--- src/rtl/uart_pkg.sv ---
// Shared definitions for the UART receive path: FSM encoding, frame bit
// indices and the PRESCALE width.
package uart_pkg;

  localparam int PRESCALE_W = 6;
  localparam int BIT_W      = 4;

  localparam logic [BIT_W-1:0] BIT_START     = 4'd0;
  localparam logic [BIT_W-1:0] BIT_LAST_DATA = 4'd8;
  localparam logic [BIT_W-1:0] BIT_PAR       = 4'd9;

  typedef enum logic [2:0] {
    IDLE,
    START,
    DATA,
    PARITY,
    STOP
  } state_t;

  function automatic logic majority3(input logic a, input logic b, input logic c);
    return (a & b) | (a & c) | (b & c);
  endfunction

endpackage

--- src/rtl/edge_bit_counter.sv ---
// Oversampling position tracker: edge_cnt runs 0..prescale-1 inside a bit and
// bit_cnt advances on each wrap. Both clear while enable is low.
module edge_bit_counter
  import uart_pkg::*;
(
  input  logic                  CLK,
  input  logic                  RST,
  input  logic                  enable,
  input  logic [PRESCALE_W-1:0] prescale,
  output logic [PRESCALE_W-1:0] edge_cnt,
  output logic [BIT_W-1:0]      bit_cnt
);

  logic [PRESCALE_W-1:0] last_edge;

  assign last_edge = prescale - {{(PRESCALE_W-1){1'b0}}, 1'b1};

  always_ff @(posedge CLK or negedge RST) begin
    if (!RST) begin
      edge_cnt <= '0;
      bit_cnt  <= BIT_START;
    end else if (!enable) begin
      edge_cnt <= '0;
      bit_cnt  <= BIT_START;
    end else if (edge_cnt == last_edge) begin
      edge_cnt <= '0;
      bit_cnt  <= bit_cnt + 4'd1;
    end else begin
      edge_cnt <= edge_cnt + {{(PRESCALE_W-1){1'b0}}, 1'b1};
    end
  end

endmodule

--- src/rtl/uart_rx_ctrl.sv ---
// UART receive controller: synchronizes RX_IN, majority-votes three mid-bit
// samples, strobes the external deserializer and checks parity/stop bits.
module uart_rx_ctrl
  import uart_pkg::*;
(
  input  logic                  CLK,
  input  logic                  RST,
  input  logic                  RX_IN,
  input  logic [PRESCALE_W-1:0] PRESCALE,
  input  logic                  PAR_EN,
  input  logic                  PAR_TYP,
  input  logic [7:0]            P_DATA,
  output logic                  sampled_bit,
  output logic                  deser_en,
  output logic [BIT_W-1:0]      bit_cnt,
  output logic                  data_valid,
  output logic                  par_err,
  output logic                  stp_err
);

  logic                  rx_meta;
  logic                  rx_s;
  state_t                state;
  logic [PRESCALE_W-1:0] prescale_q;
  logic                  par_en_q;
  logic                  par_typ_q;
  logic [PRESCALE_W-1:0] edge_cnt;
  logic                  count_en;
  logic                  s_early;
  logic                  s_mid;
  logic                  s_late;
  logic [PRESCALE_W-1:0] half;
  logic [PRESCALE_W-1:0] mid_lo;
  logic [PRESCALE_W-1:0] mid_hi;
  logic [PRESCALE_W-1:0] decide_edge;
  logic [PRESCALE_W-1:0] last_edge;
  logic                  at_decide;
  logic                  at_wrap;
  logic                  maj;
  logic                  exp_par;

  // Two-flop synchronizer; idles high so reset does not fake a start edge.
  always_ff @(posedge CLK or negedge RST) begin
    if (!RST) begin
      rx_meta <= 1'b1;
      rx_s    <= 1'b1;
    end else begin
      rx_meta <= RX_IN;
      rx_s    <= rx_meta;
    end
  end

  assign count_en = (state != IDLE);

  edge_bit_counter u_counter (
    .CLK      (CLK),
    .RST      (RST),
    .enable   (count_en),
    .prescale (prescale_q),
    .edge_cnt (edge_cnt),
    .bit_cnt  (bit_cnt)
  );

  assign half        = {1'b0, prescale_q[PRESCALE_W-1:1]};
  assign mid_lo      = half - 6'd1;
  assign mid_hi      = half + 6'd1;
  assign decide_edge = half + 6'd2;
  assign last_edge   = prescale_q - 6'd1;
  assign at_decide   = (edge_cnt == decide_edge);
  assign at_wrap     = (edge_cnt == last_edge);
  assign maj         = majority3(s_early, s_mid, s_late);
  assign exp_par     = (^P_DATA) ^ par_typ_q;

  // The three samples are complete one cycle after the last capture, so every
  // decision (glitch, data strobe, parity, stop) happens at decide_edge.
  always_ff @(posedge CLK or negedge RST) begin
    if (!RST) begin
      state       <= IDLE;
      prescale_q  <= 6'd8;
      par_en_q    <= 1'b0;
      par_typ_q   <= 1'b0;
      s_early     <= 1'b1;
      s_mid       <= 1'b1;
      s_late      <= 1'b1;
      sampled_bit <= 1'b0;
      deser_en    <= 1'b0;
      data_valid  <= 1'b0;
      par_err     <= 1'b0;
      stp_err     <= 1'b0;
    end else begin
      deser_en   <= 1'b0;
      data_valid <= 1'b0;

      if (state != IDLE) begin
        if (edge_cnt == mid_lo) s_early <= rx_s;
        if (edge_cnt == half)   s_mid   <= rx_s;
        if (edge_cnt == mid_hi) s_late  <= rx_s;
        if (at_decide)          sampled_bit <= maj;
      end

      case (state)
        IDLE: begin
          if (!rx_s) begin
            state      <= START;
            prescale_q <= PRESCALE;
            par_en_q   <= PAR_EN;
            par_typ_q  <= PAR_TYP;
            par_err    <= 1'b0;
            stp_err    <= 1'b0;
          end
        end
        START: begin
          if (at_decide && maj) begin
            state <= IDLE;
          end else if (at_wrap) begin
            state <= DATA;
          end
        end
        DATA: begin
          if (at_decide) deser_en <= 1'b1;
          if (at_wrap && bit_cnt == BIT_LAST_DATA) begin
            state <= par_en_q ? PARITY : STOP;
          end
        end
        PARITY: begin
          if (at_decide && bit_cnt == BIT_PAR && maj != exp_par) par_err <= 1'b1;
          if (at_wrap) state <= STOP;
        end
        STOP: begin
          // Leaving early frees IDLE to catch a start bit right after this one.
          if (at_decide) begin
            stp_err    <= ~maj;
            data_valid <= maj & ~par_err;
            state      <= IDLE;
          end
        end
        default: state <= IDLE;
      endcase
    end
  end

endmodule

--- config.mk ---
export PLATFORM = sky130hd
export DESIGN_NAME = uart_rx_ctrl
export DESIGN_NICKNAME = d
export VERILOG_FILES = /design/src/rtl/uart_pkg.sv /design/src/rtl/edge_bit_counter.sv /design/src/rtl/uart_rx_ctrl.sv
export SDC_FILE = /design/constraint.sdc
export NUM_CORES = 1
export LEC_CHECK = 0
export ABC_AREA = 1
export CORE_AREA = 2 2 53 93
export CTS_CLUSTER_DIAMETER = 50
export CTS_CLUSTER_SIZE = 12
export DETAILED_ROUTE_END_ITERATION = 8
export DIE_AREA = 0 0 55 95
export PLACE_DENSITY = 0.79
export SYNTH_ARGS = -nofsm -noshare
export SYNTH_HDL_FRONTEND = slang
export SYNTH_SLANG_ARGS = --single-unit
--- constraint.sdc ---
create_clock -name CLK -period 3 [get_ports CLK]
set_input_delay 0.75 -clock CLK [delete_from_list [all_inputs] [get_ports CLK]]
set_output_delay 0.75 -clock CLK [all_outputs]
set_load 0.02 [all_outputs]
==> run_results.csv, run 1 <==
group,metric,value,unit
worst_setup_path,worstPathRequired,2250,ps
yosys,synth_warnings,0,
outcome,run_status,"complete, no violations",
worst_setup_path,cp-startpoint,"u_counter.bit_cnt[2]$_DFFE_PN0P_",
yosys,syn_nets,329,
route,via_count,2007,
route,drt-vias-per-instance,5.23,
worst_setup_path,startpoint_type_of_the_worst_setup_path,"flop",
grt,antenna_found_initial,0,
timing,setup_viol,0,
timing,slew-limit-headroom,70.1,%
route,number_of_nets_with_antenna_violations_after_detailed_routing,0,
floorplanning,design.die.area,5230,um2
worst_hold_path,hp_start,"rx_meta$_DFF_PN1_",
route,post_drt_wl_per_cell,13.3,um
worst_setup_path,critical-path-slowest-cell,"sky130_fd_sc_hd__clkdlybuf4s50_1",
final_layout,layout.cells.most_common_list,"sky130_fd_sc_hd__nand2_1 (93), sky130_fd_sc_hd__inv_1 (34), sky130_fd_sc_hd__nand3_1 (29), sky130_fd_sc_hd__clkdlybuf4s50_1 (27), sky130_fd_sc_hd__dfrtp_1 (25)",
worst_setup_path,critical_path.top_delay_family,"buffers and inverters",
clock_network,cts.sink_count,31,
clock_network,cts.repair.resized,0,
worst_setup_path,timing.critical_path.cells,"clkdlybuf4s50_1",
timing,fin_worst_skew,12.4,ps
final_layout,antenna_cells,0,
yosys,netlist-cell-type-count,34,
worst_setup_path,timing.critical_path.to_type,"output pin",
placed_design,dp_hpwl,3.97,mm
timing,timing_max_transition_violations_final,0,
clock_network,cts_buffer_depth,2,
power,power.total,2460,uW
clock_network,htreeDepth,2,
clock_network,cts_setup_buffers,0,
grt,grt_pass1_vias,1937,
grt,aggregate_global_routing_overflow,0,
yosys,postSynthAreaPerCell,7.29,um2
clock_network,cts.hold.buffers_added,0,
timing,timing_worst_slew_pin_value,449,ps
yosys,synth_edf_count,0,
route,route.final.wire_length,5.12,mm
yosys,postSynthRegisterBits,31,
floorplanning,die_h,95,um
timing,setup_tns_final,0,ps
timing,hold_viol_final,0,
route,drt_iter0_markers,54,
final_layout,final_cells,384,
final_layout,fin_area,2580,um2
timing,timing.hold.ws,355,ps
floorplanning,placement_rows,33,
clock_network,cts_root_buf,"sky130_fd_sc_hd__clkbuf_8",
clock_network,cts_inserted_buffers,5,
grt,grt_start_max_net_pins,32,
final_layout,flow.area_growth_from_synthesis,18.5,%
worst_setup_path,r2r_start,"prescale_q[3]$_DFFE_PN1P_",
power,maximum_vdd_drop,0.000454,V
clock_network,cts_tree,"built",
final_layout,nets,362,
yosys,cell_area_after_synthesis,2180,um2
power,power.density,953,nW/um2
floorplanning,floorplan.initialDensity,48.0,%
timing,clock.fmax,477,MHz
worst_setup_path,path_buf_inv,1,
worst_hold_path,worst_hold_path_type,"flop to flop",
timing,final_min_period_over_clock_period,69.9,%
placed_design,post-place-cells,377,
worst_setup_path,crit_path_max_fanout,5,
grt,grt_first_pass_wirelength,8.49,mm
placed_design,globalplace.congestion,0.899,
placed_design,detailed_place.area,2500,um2
clock_network,clk-insertion-delay-late,290,ps
yosys,synthesis.instances,299,
timing,final_critical_period,2100,ps
run,max_cap_violations,0,
final_layout,drive_above_1_share,10.5,%
clock_network,clkTransAtPathRegs,70,ps
yosys,postSynth.asyncResetShare,100,%
yosys,synth-seq-area-share,36.0,%
power,leakage,0.00125,uW
placed_design,io_buffer_count,27,
grt,grt.total_usage,22.4,%
yosys,synth-main-ff-cell,"sky130_fd_sc_hd__dfrtp_1",
worst_setup_path,timing.critical_path.slowest_cell_delay,630,ps
route,drcViolationCount,0,
final_layout,layout.cells.most_common,"sky130_fd_sc_hd__nand2_1",
worst_setup_path,cp_data_arrival_time,1350,ps
floorplanning,core_area,4540,um2
worst_setup_path,crit_path_category,"flop to output pin",
floorplanning,floorplan.die.width,55,um
timing,rsz0062_at_grt,"false",
route,pre_antenna_drt_iters,4,
floorplanning,io_pins,28,
cells in the mapped netlist (4+ instances only):
| master | instances | share of area, % |
|---|---|---|
| sky130_fd_sc_hd__nand2_1 | 93 | 16 |
| sky130_fd_sc_hd__dfstp_2 | 6 | 7.2 |
| sky130_fd_sc_hd__o21ai_0 | 15 | 3.4 |
| sky130_fd_sc_hd__nand4_1 | 4 | 1.1 |
| sky130_fd_sc_hd__xnor2_1 | 5 | 2.0 |
| sky130_fd_sc_hd__a21oi_1 | 8 | 1.8 |
| sky130_fd_sc_hd__dfrtp_1 | 25 | 29 |
| sky130_fd_sc_hd__inv_1 | 34 | 5.9 |
| sky130_fd_sc_hd__ha_1 | 11 | 6.3 |
| sky130_fd_sc_hd__inv_2 | 4 | 0.69 |
| sky130_fd_sc_hd__xor2_1 | 11 | 4.4 |
| sky130_fd_sc_hd__nor3_1 | 4 | 0.92 |
| sky130_fd_sc_hd__nor2_1 | 21 | 3.6 |
| sky130_fd_sc_hd__nand3_1 | 29 | 6.7 |
| sky130_fd_sc_hd__nand2_2 | 5 | 1.4 |
registers in the layout, indices dropped and copies added, names as in the netlist:
signal	flops
prescale_q	6
u_counter.edge_cnt	6
u_counter.bit_cnt	4
state	3
data_valid	1
deser_en	1
par_en_q	1
par_err	1
par_typ_q	1
rx_meta	1
rx_s	1
s_early	1
s_late	1
s_mid	1
sampled_bit	1
stp_err	1
area by class of cell:
type / count / area (um2)
clock buffer: 7 / 76.3
fill: 429 / 1960
inverter: 38 / 143
multi-input combinational: 227 / 1230
sequential: 31 / 783
tap: 52 / 65.1
timing repair buffer: 29 / 285
stage by stage:
stage / worst slack, ps / util, %
finish: 902 / 56.8
floorplan: 1160 / -
CTS: 902 / 56.8
detailed placement: 892 / 55.2
global placement: 947 / 55.2
global route: 631 / 56.8
final timing paths:
kind,depth (start not counted),to,slack [ps]
setup reg to reg,14,state[0]$_DFFE_PN0P_,930
hold / removal,0,rx_s$_DFF_PN1_,350
max in group asynchronous,2,prescale_q[3]$_DFFE_PN1P_,1820
setup / recovery,1,bit_cnt[2],900
min in group asynchronous,2,state[2]$_DFFE_PN0P_,850
hold reg to reg,0,rx_s$_DFF_PN1_,350
layer usage:
| metal | vias up | track usage, % | part of all wire (%) |
|---|---|---|---|
| li1 | 1022 | - | - |
| met1 | 932 | 22.0 | 36 |
| met2 | 40 | 42.5 | 59 |
| met3 | 13 | 2.85 | 2.7 |
| met4 | 0 | 11.2 | 2.4 |
| met5 | - | 0 | 0 |
logic make-up after synthesis:
logic type                 Yosys count  synth area share, %
and+or+nand+nor                    166                 33.6
buffers and inverters               41                 7.64
AOI/OAI and AO/OA                   32                 9.02
DFF                                 31                 36.0
xor gates and xnor gates            16                 6.43
adders and majority gates           11                 6.32
muxes                                2                 1.03
power breakdown:
group          internal [uW]  total, uW  switching [uW]
combinational            509       1400             894
sequential               565        751             185
clock                    159        307             148
total                   1230       2460            1230
No activity file was read; power rests on OpenSTA's default activity.
==> inputs of run 2 (changes only) <==
--- a/config.mk
+++ b/config.mk
@@ -11,7 +11,7 @@
 export CTS_CLUSTER_SIZE = 12
 export DETAILED_ROUTE_END_ITERATION = 8
 export DIE_AREA = 0 0 55 95
-export PLACE_DENSITY = 0.79
+export PLACE_DENSITY = 0.82
 export SYNTH_ARGS = -nofsm -noshare
 export SYNTH_HDL_FRONTEND = slang
 export SYNTH_SLANG_ARGS = --single-unit
==> constraint.sdc (replaced) <==
create_clock -name CLK -period 1.9 [get_ports CLK]
set_input_delay 0.475 -clock CLK [delete_from_list [all_inputs] [get_ports CLK]]
set_output_delay 0.475 -clock CLK [all_outputs]
set_load 0.02 [all_outputs]
==> run 2 against run 1 <==
The run now ends with setup timing left. Largest cell class unchanged. Highest routed layer unchanged. Combinational power up 130%. Global-route usage up 2.0 points. Flip-flop and latch count unchanged.
==> run_results.csv, run 2 (synthesis gave the netlist of run 1 again) <==
group,metric,value,unit
outcome,run_status,"finished with violations",
outcome,failing_checks,"setup timing",
worst_hold_path,worst_hold_path_type,"flop to flop",
clock_network,cts_inserted_buffers,5,
timing,clock.fmax,526,MHz
clock_network,clkTransAtPathRegs,70,ps
grt,grt_first_pass_wirelength,9.34,mm
grt,grt_start_max_net_pins,32,
route,number_of_nets_with_antenna_violations_after_detailed_routing,0,
power,swShare,48.5,%
worst_setup_path,crit_path_category,"flop to flop",
final_layout,fillerInstances,360,
worst_setup_path,cp_data_arrival_time,2090,ps
final_layout,flow.area_growth_from_synthesis,35.8,%
floorplanning,floorplan.die.width,55,um
floorplanning,floorplan.initialDensity,48.0,%
timing,rsz0062_at_grt,"true",
worst_setup_path,critical-path-slowest-cell,"sky130_fd_sc_hd__dfstp_2",
worst_setup_path,worstPathRequired,2090,ps
route,post_drt_wl_per_cell,14.7,um
worst_hold_path,hold-path-cell-count,0,
route,pre_antenna_drt_iters,5,
worst_setup_path,timing.critical_path.cells,"inv_2 > ha_4 > nand2_2 > nand2_2 > nand3_2 > nor2_4 > nand3_2 > nand2_2 > nand2_2 > nand2_2 > nand2_1 > nand2_1 > nand2_1",
timing,final_critical_path_setup_slack,-1.03,ps
final_layout,layout.cells.most_common_list,"sky130_fd_sc_hd__nand2_1 (84), sky130_fd_sc_hd__inv_1 (28), sky130_fd_sc_hd__clkdlybuf4s50_1 (27), sky130_fd_sc_hd__nand3_1 (25), sky130_fd_sc_hd__dfrtp_1 (24)",
grt,grtUsageMet2,43.9,%
grt,grt.met1_usage,21.9,%
floorplanning,io_pins,28,
clock_network,cts.sink_count,31,
grt,grt_pass1_vias,2223,
worst_setup_path,timing.reg2reg.worst_path_depth,13,
final_layout,nets,384,
floorplanning,die_h,95,um
worst_setup_path,timing.critical_path.slowest_cell_delay,580,ps
timing,setup_viol,1,
timing,slew-limit-headroom,73.8,%
power,power.density,1660,nW/um2
placed_design,io_buffer_count,27,
timing,timing.hold.ws,364,ps
clock_network,cts_root_buf,"sky130_fd_sc_hd__clkbuf_8",
clock_network,clk-insertion-delay-late,290,ps
worst_setup_path,crit_path_max_fanout,4,
placed_design,dpl_worst_slack,-27.7,ps
worst_setup_path,timing.critical_path.to_type,"flop",
power,power_frac_clock,11.8,%
clock_network,htreeDepth,2,
route,drt_iter0_markers,68,
worst_setup_path,path_buf_inv,1,
grt,grt.met3_usage,4.43,%
placed_design,dp_hpwl,4.23,mm
route,drcViolationCount,0,
timing,setup_tns_final,-1.03,ps
clock_network,cts_buffer_depth,2,
worst_setup_path,r2r_start,"prescale_q[3]$_DFFE_PN1P_",
route,route.final.wire_length,5.98,mm
power,internal-power,2530,uW
floorplanning,design.die.area,5230,um2
timing,final_min_period_over_clock_period,100,%
power,leakage,0.00138,uW
floorplanning,core_area,4540,um2
final_layout,reg.largest.list,"prescale_q: 6 flops, u_counter.edge_cnt: 6 flops, u_counter.bit_cnt: 4 flops",
placed_design,globalplace.congestion,0.952,
final_layout,antenna_cells,0,
worst_setup_path,critical_path.top_delay_family,"simple AND/OR/NAND/NOR gates",
grt,aggregate_global_routing_overflow,0,
floorplanning,placement_rows,33,
timing,timing_worst_slew_pin_value,393,ps
final_layout,drive_above_1_share,25.9,%
grt,gr-max-usage-layer,"met2",
worst_setup_path,reg2reg_setup_slack,-1,ps
power,share_comb_of_total_power,64.6,%
power,p_switching,2390,uW
grt,antenna_found_initial,0,
timing,final_critical_period,1900,ps
worst_hold_path,hp_start,"rx_meta$_DFF_PN1_",
worst_setup_path,most_frequent_cell_on_the_critical_path,"sky130_fd_sc_hd__nand2_2",
timing,hold_viol_final,0,
grt,grt.total_usage,24.5,%
timing,fin_worst_skew,5.55,ps
timing,timing_max_transition_violations_final,0,
power,seqPwrFrac,23.7,%
run,max_cap_violations,0,
route,via_count,2202,
worst_setup_path,timing.rr.end,"state[0]$_DFFE_PN0P_",
final_layout,layout.cells.most_common,"sky130_fd_sc_hd__nand2_1",
route,drt-vias-per-instance,5.41,
worst_hold_path,min_to,"rx_s$_DFF_PN1_",
worst_setup_path,startpoint_type_of_the_worst_setup_path,"flop",
power,maximum_vdd_drop,0.00112,V
clock_network,cts_tree,"built",
run 2: layout make-up:
cell class | instances | area (um2) | area share [%]
Clock buffer | 8 | 100 | 3.38
Inverter | 38 | 148 | 4.99
Multi-Input combinational cell | 228 | 1410 | 47.7
Sequential cell | 31 | 785 | 26.5
Tap cell | 52 | 65.1 | 2.20
Timing Repair Buffer | 50 | 450 | 15.2
run 2: power by group through the flow:
stage	clock network, uW	registers (uW)	logic (uW)
2_1_floorplan	0	1100	1740
3_3_place_gp	0	1140	2380
3_5_place_dp	0	1150	2470
4_1_cts	579	1140	2560
5_1_grt	605	1190	3530
6_report	580	1160	3180
run 2: worst max-delay path by stage:
stage | cells past startpoint | slack (ps) | start | end
after floorplan | 14 | 60 | prescale_q[3]$_DFFE_PN1P_ | state[0]$_DFFE_PN0P_
after global placement | 9 | 20 | prescale_q[1]$_DFFE_PN0P_ | u_counter.bit_cnt[0]$_DFFE_PN0P_
after detailed placement | 14 | -30 | prescale_q[3]$_DFFE_PN1P_ | state[0]$_DFFE_PN0P_
after CTS | 14 | -5 | prescale_q[3]$_DFFE_PN1P_ | state[0]$_DFFE_PN0P_
after global routing | 13 | -100 | prescale_q[3]$_DFFE_PN1P_ | state[0]$_DFFE_PN0P_
final | 13 | -1 | prescale_q[3]$_DFFE_PN1P_ | state[0]$_DFFE_PN0P_
run 2: what timing repair did:
item                                    4_1_cts  5_1_grt
endpoints found under the setup margin        4       18
endpoints found under the hold margin         0        0
gates resized for setup                       3       44
pin swaps                                     2       23
buffers inserted                              0        8
hold buffers                                  0        0
gates cloned                                  1        0
run 2: worst register-to-register path, delay by kind of cell, from the launching register on:
family | cells | cell delay (ps)
buffers and inverters | 1 | 70
DFF | 1 | 580
adders and majority gates | 1 | 280
and+or+nand+nor | 11 | 860
run 2: metrics by stage:
step	power (uW)	util, %	cells	instance area (um2)
global route	5330	65.1	407	2960
detailed placement	3610	57.3	390	2600
global placement	3520	57.3	390	2600
floorplan	2840	-	299	2180
CTS	4280	60.0	399	2730
finish	4920	65.1	407	2960
run 2: layer usage:
metal,up-vias,wire [um]
li1,1065,-
met1,1026,1990
met2,72,3380
met3,39,211
met4,0,397
met5,-,0
